**src/rtl/button_conditioner.sv**
```systemverilog
// button_conditioner: synchronizes and debounces three push-buttons, then produces
// move strobes with auto-repeat for left/right and a single fire strobe for fire.
module button_conditioner #(
  parameter int DEBOUNCE_CYCLES = 500000,
  parameter int REPEAT_DELAY = 15000000,
  parameter int REPEAT_PERIOD = 2500000
) (
  input  logic       board_clk,
  input  logic       reset,
  input  logic       btn_l,
  input  logic       btn_r,
  input  logic       btn_u,
  output logic [2:0] lvl,
  output logic       move_l,
  output logic       move_r,
  output logic       fire
);
  localparam logic [1:0] IDLE = 2'd0, DELAY = 2'd1, REPEAT = 2'd2;
  localparam logic [23:0] DB_LAST = 24'(DEBOUNCE_CYCLES - 1);
  localparam logic [23:0] RD_LAST = 24'(REPEAT_DELAY - 1);
  localparam logic [23:0] RP_LAST = 24'(REPEAT_PERIOD - 1);
  logic [2:0] s1, s2, lvl_nxt, rise, fall;
  logic [1:0] str;
  logic both;
  for (genvar i = 0; i < 3; i++) begin : g_db
    logic [23:0] cnt;
    logic diff;
    assign diff = s2[i] ^ lvl[i];
    assign lvl_nxt[i] = (diff && cnt == DB_LAST) ? ~lvl[i] : lvl[i];
    always_ff @(posedge board_clk or posedge reset)
      if (reset) cnt <= '0;
      else cnt <= (diff && cnt != DB_LAST) ? cnt + 24'd1 : '0;
  end
  assign rise = lvl_nxt & ~lvl;
  assign fall = ~lvl_nxt & lvl;
  // Strobes are decided from the next level so the first one lines up with lvl rising.
  for (genvar i = 0; i < 2; i++) begin : g_rep
    logic [1:0] st, st_n;
    logic [23:0] rc, rc_n;
    logic hit;
    assign hit = (st == DELAY && rc == RD_LAST) || (st == REPEAT && rc == RP_LAST);
    assign str[i] = rise[i] | (~fall[i] & hit);
    assign st_n = fall[i] ? IDLE : rise[i] ? DELAY : hit ? REPEAT : st;
    assign rc_n = (fall[i] || rise[i] || hit || st == IDLE) ? '0 : rc + 24'd1;
    always_ff @(posedge board_clk or posedge reset)
      if (reset) begin
        st <= IDLE;
        rc <= '0;
      end else begin
        st <= st_n;
        rc <= rc_n;
      end
  end
  assign both = lvl_nxt[0] & lvl_nxt[1];
  always_ff @(posedge board_clk or posedge reset)
    if (reset) begin
      s1 <= '0;
      s2 <= '0;
      lvl <= '0;
      move_l <= 1'b0;
      move_r <= 1'b0;
      fire <= 1'b0;
    end else begin
      s1 <= {btn_u, btn_r, btn_l};
      s2 <= s1;
      lvl <= lvl_nxt;
      move_l <= str[0] & ~both;
      move_r <= str[1] & ~both;
      fire <= rise[2];
    end
endmodule

```
**config.mk**
```make
export PLATFORM = sky130hd
export DESIGN_NAME = button_conditioner
export DESIGN_NICKNAME = d
export VERILOG_FILES = /design/src/rtl/button_conditioner.sv
export SDC_FILE = /design/constraint.sdc
export NUM_CORES = 1
export LEC_CHECK = 0
export ABC_AREA = 1
export CORE_ASPECT_RATIO = 0.7
export CORE_MARGIN = 2
export CORE_UTILIZATION = 45
export DETAILED_ROUTE_END_ITERATION = 10
export GPL_TIMING_DRIVEN = 0
export SETUP_SLACK_MARGIN = 0.05
export SLEW_MARGIN = 10
export SYNTH_ARGS = -nofsm -noshare
export SYNTH_HDL_FRONTEND = slang
export SYNTH_SLANG_ARGS = --single-unit
```
**constraint.sdc**
```tcl
create_clock -name board_clk -period 4.1 [get_ports board_clk]
set_input_delay 0.82 -clock board_clk [delete_from_list [all_inputs] [get_ports board_clk]]
set_output_delay 0.82 -clock board_clk [all_outputs]
set_load 0.01 [all_outputs]
```
Yosys cells after proc, flatten, opt, wreduce, memory -nomap -nowiden
Index checks and enable logic that the tools add are counted.
{"block": "classes", "mux": 14, "reduce_logical": 22, "n_eq_ne": 14, "n_addsub": 5, "bitwise_logic": 20}
{"cell": "24-bit by 1-bit adder with 24-bit output, second input constant", "n": 5}
{"cell": "24-bit 2-to-1 mux", "n": 5}
{"cell": "24-bit by 19-bit equality test with 1-bit output, second input constant", "n": 3}
{"cell": "24-bit by 19-bit inequality test with 1-bit output, second input constant", "n": 3}
{"cell": "24-bit by 22-bit equality test with 1-bit output, second input constant", "n": 2}
{"cell": "24-bit equality test, second input constant", "n": 2}
{"cell": "2-bit 2-to-1 mux", "n": 6}
{"cell": "1-bit logical AND", "n": 10}
{"cell": "1-bit logical OR", "n": 8}
{"cell": "1-bit inverter", "n": 6}
{"cell": "3-bit nonzero test", "n": 2}
{"cell": "1-bit bitwise AND", "n": 5}
{"cell": "2-bit by 1-bit equality test with 1-bit output, second input constant", "n": 2}
{"cell": "2-bit equality test, second input constant", "n": 2}
{"cell": "2-bit logical NOT", "n": 2}
{"cell": "3-bit bitwise AND", "n": 1}
{"cell": "1-bit 2-to-1 mux", "n": 3}
{"cell": "3-bit inverter", "n": 1}
{"cell": "1-bit XOR", "n": 3}
{"cell": "2-bit bitwise AND", "n": 1}
{"cell": "2-bit inverter", "n": 1}
{"cell": "1-bit OR", "n": 2}
{"block": "totals", "in_bits": 5, "elab_cells": 88, "register_bits": 136}

Logic depth before layout (Yosys ltp)
Gate-level depths: netlist (run 1).
{"block": "logic_depth", "ltp_word": 9, "ltp_mapped": 12}

Worst setup path after synthesis (run 1)
No wires, ideal clock.
{"block": "synth_path", "kind": "register to register", "start": "register g_db[1].cnt[0]", "end": "register g_rep[1].rc[13]", "path_slack_ps": 2101, "arrival_time_ps": 1928, "setup_ps": 71, "stages_incl_launch_ff": 13, "synth_period_minus_slack_ps": 1999, "required_time_ps": 4029, "path_buffers": 1, "path_cell_list": "dfrtp_1 -> ha_1 -> nand2_2 -> nor2_4 -> inv_2 -> nor2_2 -> nand3_2 -> nand2_1 -> nand2_1 -> ha_1 -> nand3_2 -> buf_6 -> nor2_1"}
{"block": "synth_between", "elab_chain_cells": 9, "word_cells_on_any_way": 10}
{"item": "from (decl)", "line_no": "26", "source": "logic [23:0] cnt;"}
{"item": "from (signal assigned)", "line_no": "32", "source": "else cnt <= (diff && cnt != DB_LAST) ? cnt + 24'd1 : '0;"}
{"item": "24-bit by 19-bit equality test with 1-bit output *", "line_no": "29", "source": "assign lvl_nxt[i] = (diff && cnt == DB_LAST) ? ~lvl[i] : lvl[i];"}
{"item": "1-bit logical AND *", "line_no": "29"}
{"item": "1-bit 2-to-1 mux *", "line_no": "29"}
{"item": "named net lvl_nxt[1]", "line_no": "22", "source": "logic [2:0] s1, s2, lvl_nxt, rise, fall;"}
{"item": "2-bit inverter", "line_no": "35", "source": "assign fall = ~lvl_nxt & lvl;"}
{"item": "2-bit bitwise AND", "line_no": "35"}
{"item": "1-bit logical OR * (3 in series)", "line_no": "44", "source": "assign rc_n = (fall[i] || rise[i] || hit || st == IDLE) ? '0 : rc + 24'd1;"}
{"item": "24-bit 2-to-1 mux *", "line_no": "44"}
{"item": "named net g_rep[1].rc_n[13]", "line_no": "39", "source": "logic [23:0] rc, rc_n;"}
{"item": "to (signal assigned)", "line_no": "51", "source": "rc <= rc_n;"}
{"item": "to (decl)", "line_no": "39"}
The timed path passes the listed nets; every way through them passes the cells marked *.
A chain may end at the register's enable or synchronous reset.

Worst setup path after layout (run 1)
{"block": "layout_path", "start": "register g_db[1].cnt[0]", "end": "register g_rep[1].rc[2]"}
The elaborated chain is that of the path after synthesis.

==> results of run 1 <==
==> layout by cell type (no fill, tap or decap), types with 6 or more instances in the layout <==
master           synthesis  final
nor2_1                 257    257
nand2_1                246    246
dfrtp_1                136    136
inv_1                  123    122
nand3_1                 65     65
xor2_1                  50     50
nor3_1                  38     38
nand4_1                 32     32
xnor2_1                 18     18
clkbuf_16                0     17
nand2_2                 13     13
o21ai_0                 13     13
a21oi_1                 10     10
clkdlybuf4s50_1          0     10
nor2_2                   9      9
nor2_4                   8      8
ha_1                     7      7
nand3_2                  6      6
buf_6                    6      6
==> state kept, by name, summed over array words and instances (netlist names) <==
register  flops
fire          1
g_db.cnt     72
g_rep.rc     48
g_rep.st      4
lvl           3
move_l        1
move_r        1
s1            3
s2            3
==> cells in the mapped netlist (all sizes together) (4+ instances only) <==
| cell type | n |
|---|---|
| a21oi | 10 |
| buf | 11 |
| dfrtp | 136 |
| ha | 7 |
| inv | 125 |
| nand2 | 261 |
| nand3 | 71 |
| nand3b | 4 |
| nand4 | 33 |
| nor2 | 274 |
| nor3 | 42 |
| nor3b | 4 |
| o21ai | 16 |
| xnor2 | 18 |
| xor2 | 50 |
==> routing by layer <==
layer / up-vias / share of wire (%)
met4: 0 / 0.92
met3: 16 / 4.5
li1: 3419 / -
met2: 122 / 38
met5: - / 0
met1: 3042 / 57
==> worst min path at each step <==
| stage | from | endpoint | slack (ns) | cells after the start |
|---|---|---|---|---|
| 3_5_place_dp | s1[0]$_DFF_PP0_ | s2[0]$_DFF_PP0_ | 0.33 | 0 |
| 2_1_floorplan | s1[0]$_DFF_PP0_ | s2[0]$_DFF_PP0_ | 0.33 | 0 |
| 4_1_cts | s1[0]$_DFF_PP0_ | s2[0]$_DFF_PP0_ | 0.35 | 0 |
| 5_1_grt | s1[1]$_DFF_PP0_ | s2[1]$_DFF_PP0_ | 0.37 | 0 |
| 6_report | s1[0]$_DFF_PP0_ | s2[0]$_DFF_PP0_ | 0.35 | 0 |
| 3_3_place_gp | s1[0]$_DFF_PP0_ | s2[0]$_DFF_PP0_ | 0.33 | 0 |
==> critical path, stage by stage, from the launching register on <==
cell and delay [ns]:
dfrtp_1 0.41, ha_1 0.25, nand2_2 0.13, nor2_4 0.13, inv_2 0.05, nor2_2 0.15
nand3_2 0.15, nand2_1 0.09, nand2_1 0.15, ha_1 0.37, nand3_2 0.17, buf_6 0.20
nor2_1 0.11
==> logic make-up after synthesis <==
logic type,after synthesis
fa+ha+maj,7
buf+inv,136
simple gates,692
flops,136
compound gates,31
xor+xnor,68
==> stage by stage <==
| step | cell area (um^2) | worst slack (ns) |
|---|---|---|
| after global placement | 8284 | 0.2754 |
| final | 8922 | 1.649 |
| after floorplan | 7895 | 1.587 |
| after global routing | 8922 | 1.422 |
| after CTS | 8922 | 1.683 |
| after detailed placement | 8364 | 1.686 |
==> area by class of cell <==
cell class	instances	area share [%]
flip-flops and latches	136	38.14
inverters	125	5.301
multi-input cells	798	43.89
repair buffers	14	2.019
well taps	231	3.239
clock inverters	4	0.7853
plain buffers	11	1.150
clock buffers	23	5.469
==> power by group through the flow <==
stage | Clock [mW] | Combinational [mW] | Sequential [mW]
floorplan | 0 | 0.0480 | 1.38
global placement | 0 | 0.0682 | 1.39
detailed placement | 0 | 0.0779 | 1.39
CTS | 1.52 | 0.0780 | 1.36
global route | 1.57 | 0.0869 | 1.36
finish | 1.48 | 0.0744 | 1.36
==> qor.csv, run 1 <==
metric;value;unit
routabilityCongestion;0.8964;
track_usage;20.73;%
crit_fanout;10;
worstMarginPinSlew;0.5946;ns
worst_setup_path_start_kind;register;
p_clk_share;50.7;%
postCtsSetupBuffers;0;
critical_path_class;register to register;
postLayoutCoreUtil;51.98;%
grt_pass1_wl;30.82;mm
cts_buffer_depth;2;
syn_to_final_growth;13.06;%
via_per_inst;4.917;
start_util;45.97;%
r2r_slack;1.65;ns
run_status;finished clean;
power;2.914;mW
drive_gt1_share;8.011;%
fmax;408.1;MHz
synth_top_family_by_area;simple AND/OR/NAND/NOR gates;
drt-initial-drc-count;560;
synth_top_area_share;43.13;%
wl_per_cell;13.17;um
die_h;114.8;um
syn_inst;1070;
cts_tree;done;
syn_area_per_cell;7.375;um^2
worstPathArrival;2.79;ns
ctsHoldBuffers;0;
top_usage_layer;met1;
synth_area_leaders;dfrtp_1 43%, nor2_1 12%, nand2_1 12%;
hold_class;register to register;
synth-edff-count;0;
synth_flop_cell;dfrtp_1;
ctsRootBufferMaster;clkbuf_16;
slew_viol_final;0;
yosys.area_share.simple;38.73;%
end_kind;register;
p_int;2.318;mW
whs;0.3457;ns
maxCapViolations;0;
cts.clk_slew.worst_paths;0.05;ns
switching_share;20.46;%
die_w;162.3;um
drt_wl_total;17.68;mm
cts_buffers;17;
timing.rr.end;g_rep[1].rc[2]$_DFF_PP0_;
die_area;0.01863;mm^2
final_cells;1342;
ant_nets;0;
seqPwrFrac;46.8;%
reg2reg_depth;12;
rr_startpoint;g_db[1].cnt[0]$_DFF_PP0_;
fin_nets;1115;
finalHoldViolCount;0;
row_count;40;
met1_usage;33.84;%
synth_nets;1082;
ys_async_sr_fraction;100.0;%
slew_headroom;60.22;%
p_switching;596.3;uW
tns;0;ns
numPortBuffers;10;
p_comb_share;2.6;%
critPathRequiredTime;4.44;ns
synth-seq-cells;136;
p_per_area;326.6;mW/mm^2
cp-startpoint;g_db[1].cnt[0]$_DFF_PP0_;
synth_xor_area_share;7.547;%
multi_input_area;0.003916;mm^2
muxShareOfSynthArea;0;%
core_area;0.01717;mm^2
finClkSkew;0.01215;ns
setup_viol;0;
grt_pass1_vias;6180;
synthAdderAreaFrac;1.110;%
seq_area;0.003403;mm^2
grt_antenna_before_repair;0;
endpoint;g_rep[1].rc[2]$_DFF_PP0_;
cts_resized;0;
drc;0;
cts_sinks;136;
filler_cell_count;1684;
rsz0062_at_grt;false;
ys_warn_count;0;
period_share;59.77;%
io-pin-count;11;
met2_usage;27.83;%
fin_crit;2.451;ns
synth.distinct_cells;35;
yosys.area.top_type;dfrtp_1;
placed_cells;1315;
drt_pass1_iterations;5;
ir_worst_vdd;0.2067;mV
leakagePower;3.735;nW
htree_levels;4;
grt_overflow;0;
synth-compound-area-share;2.236;%
use_met3;3.932;%
ys_seq_area_share;43.13;%
clkLatencyLatePin;0.41;ns
antenna_cells;0;
vias;6599;
hpwl;13.42;mm
synth_area;0.007891;mm^2
grt_max_degree;37;
Power figures use the tool's default switching activity.
==> run 2, diff against run 1 <==
==> constraint.sdc (replaced) <==
create_clock -name board_clk -period 2.45 [get_ports board_clk]
set_input_delay 0.49 -clock board_clk [delete_from_list [all_inputs] [get_ports board_clk]]
set_output_delay 0.49 -clock board_clk [all_outputs]
set_load 0.01 [all_outputs]
==> qor.csv, run 2 (synthesized netlist as in run 1, its figures left out) <==
metric;value;unit
worst_setup_path_start_kind;register;
cts_tree;done;
ctsHoldBuffers;0;
final_cells;1344;
worstMarginPinSlew;0.6016;ns
die_w;162.3;um
power;4.883;mW
grt_pass1_vias;6199;
period_share;91.81;%
end_kind;register;
fin_ws;0.2007;ns
grt_antenna_before_repair;0;
slew_headroom;59.76;%
critPathMostFrequentCell;nand2_2;
clkLatencyLatePin;0.41;ns
p_per_area;542.0;mW/mm^2
ctsRootBufferMaster;clkbuf_16;
final_common_cell;nor2_1;
setup_viol;0;
hold_class;register to register;
cp_cell_sequence;ha_2 -> nand2_2 -> nor2_4 -> inv_2 -> nor2_2 -> nand3_2 -> nand2_1 -> nand2_2 -> ha_4 -> nand3_4 -> buf_6 -> nor2_1;
routabilityCongestion;0.8964;
grt_max_degree;37;
tns;0;ns
drt-initial-drc-count;587;
top_usage_layer;met1;
critical_path_class;register to register;
drt_pass1_iterations;5;
cp_slowest_cell;dfrtp_2;
run_status;finished clean;
drc;0;
crit_fanout;10;
ir_worst_vdd;0.3461;mV
drt_wl_total;17.86;mm
grt_pass1_wl;30.89;mm
numPortBuffers;10;
critPathBufInv;2;
fin_crit;2.249;ns
slew_viol_final;0;
drive_gt1_share;8.895;%
start_util;45.97;%
worstPathArrival;2.59;ns
ant_nets;0;
via_per_inst;4.939;
core_area;0.01717;mm^2
dp_slack;0.03553;ns
grt_overflow;0;
cts_buffer_depth;2;
use_met3;3.932;%
io-pin-count;11;
crit_family;simple AND/OR/NAND/NOR gates;
cts_sinks;136;
final_cell_mix;255 x nor2_1, 245 x nand2_1, 135 x dfrtp_1, 122 x inv_1, 65 x nand3_1;
met1_usage;33.89;%
htree_levels;4;
rsz0062_at_grt;false;
met2_usage;27.91;%
die_area;0.01863;mm^2
cts.clk_slew.worst_paths;0.05;ns
row_count;40;
postLayoutCoreUtil;52.48;%
placed_cells;1315;
track_usage;20.77;%
maxCapViolations;0;
antenna_cells;0;
slowest_delay;0.40;ns
fin_nets;1117;
cts_buffers;17;
regMostFlops;g_db.cnt;
finalHoldViolCount;0;
hpwl;13.42;mm
fmax;444.6;MHz
finClkSkew;0.01313;ns
vias;6638;
largest_reg_flops;72;
critPathRequiredTime;2.79;ns
die_h;114.8;um
reg_top3;g_db.cnt (72), g_rep.rc (48), g_rep.st (4);
leakagePower;3.744;nW
wl_per_cell;13.29;um
syn_to_final_growth;14.16;%
-- run 2: changes by cell type in the layout (fill, tap and decap cells not counted), sizes merged --
cell | before | now
buf | 15 | 17
-- run 2: per-layer routing --
layer | share of wire (%) | wire, um
met1 | 57 | 10110
met2 | 38 | 6811
met3 | 4.4 | 787
met4 | 0.85 | 151
met5 | 0 | 0
-- run 2: where the power goes --
group          total, mW  internal [mW]  switching (mW)
registers           2.28           2.26          0.0180
clock network       2.47           1.57           0.897
logic              0.129         0.0438          0.0855
total               4.88           3.88            1.00
-- run 2: what timing repair did --
action / CTS / global route
buffers inserted: 0 / 1
pin swaps: 0 / 0
cloned: 0 / 1
resized for setup: 2 / 11
endpoints found under the setup margin: 19 / 44
-- run 2: cell type report --
class | instances | area (um^2)
buffer | 11 | 106.4
inverter | 125 | 473.0
clock buffer | 23 | 488.0
tap | 231 | 289.0
fill | 1673 | 8158
clock inverter | 4 | 70.07
timing repair buffer | 16 | 192.7
sequential | 136 | 3405
multi-input combinational | 798 | 3985
-- run 2: stage by stage --
stage / hold slack [ns] / area, um^2
floorplan: 0.3312 / 7895
global placement: 0.3333 / 8284
detailed placement: 0.3347 / 8364
CTS: 0.3469 / 8927
global route: 0.3691 / 9009
finish: 0.3454 / 9009
-- run 2: final timing paths --
kind	start	end	slack [ns]	depth (start not counted)
max	g_db[1].cnt[0]$_DFF_PP0_	g_rep[1].rc[2]$_DFF_PP0_	0.20	12
min	s1[0]$_DFF_PP0_	s2[0]$_DFF_PP0_	0.35	0
max reg2reg	g_db[1].cnt[0]$_DFF_PP0_	g_rep[1].rc[2]$_DFF_PP0_	0.20	12
min reg2reg	s1[0]$_DFF_PP0_	s2[0]$_DFF_PP0_	0.35	0
max in group asynchronous	reset	g_db[2].cnt[7]$_DFF_PP0_	1.27	5
min in group asynchronous	reset	g_rep[0].rc[13]$_DFF_PP0_	0.49	3
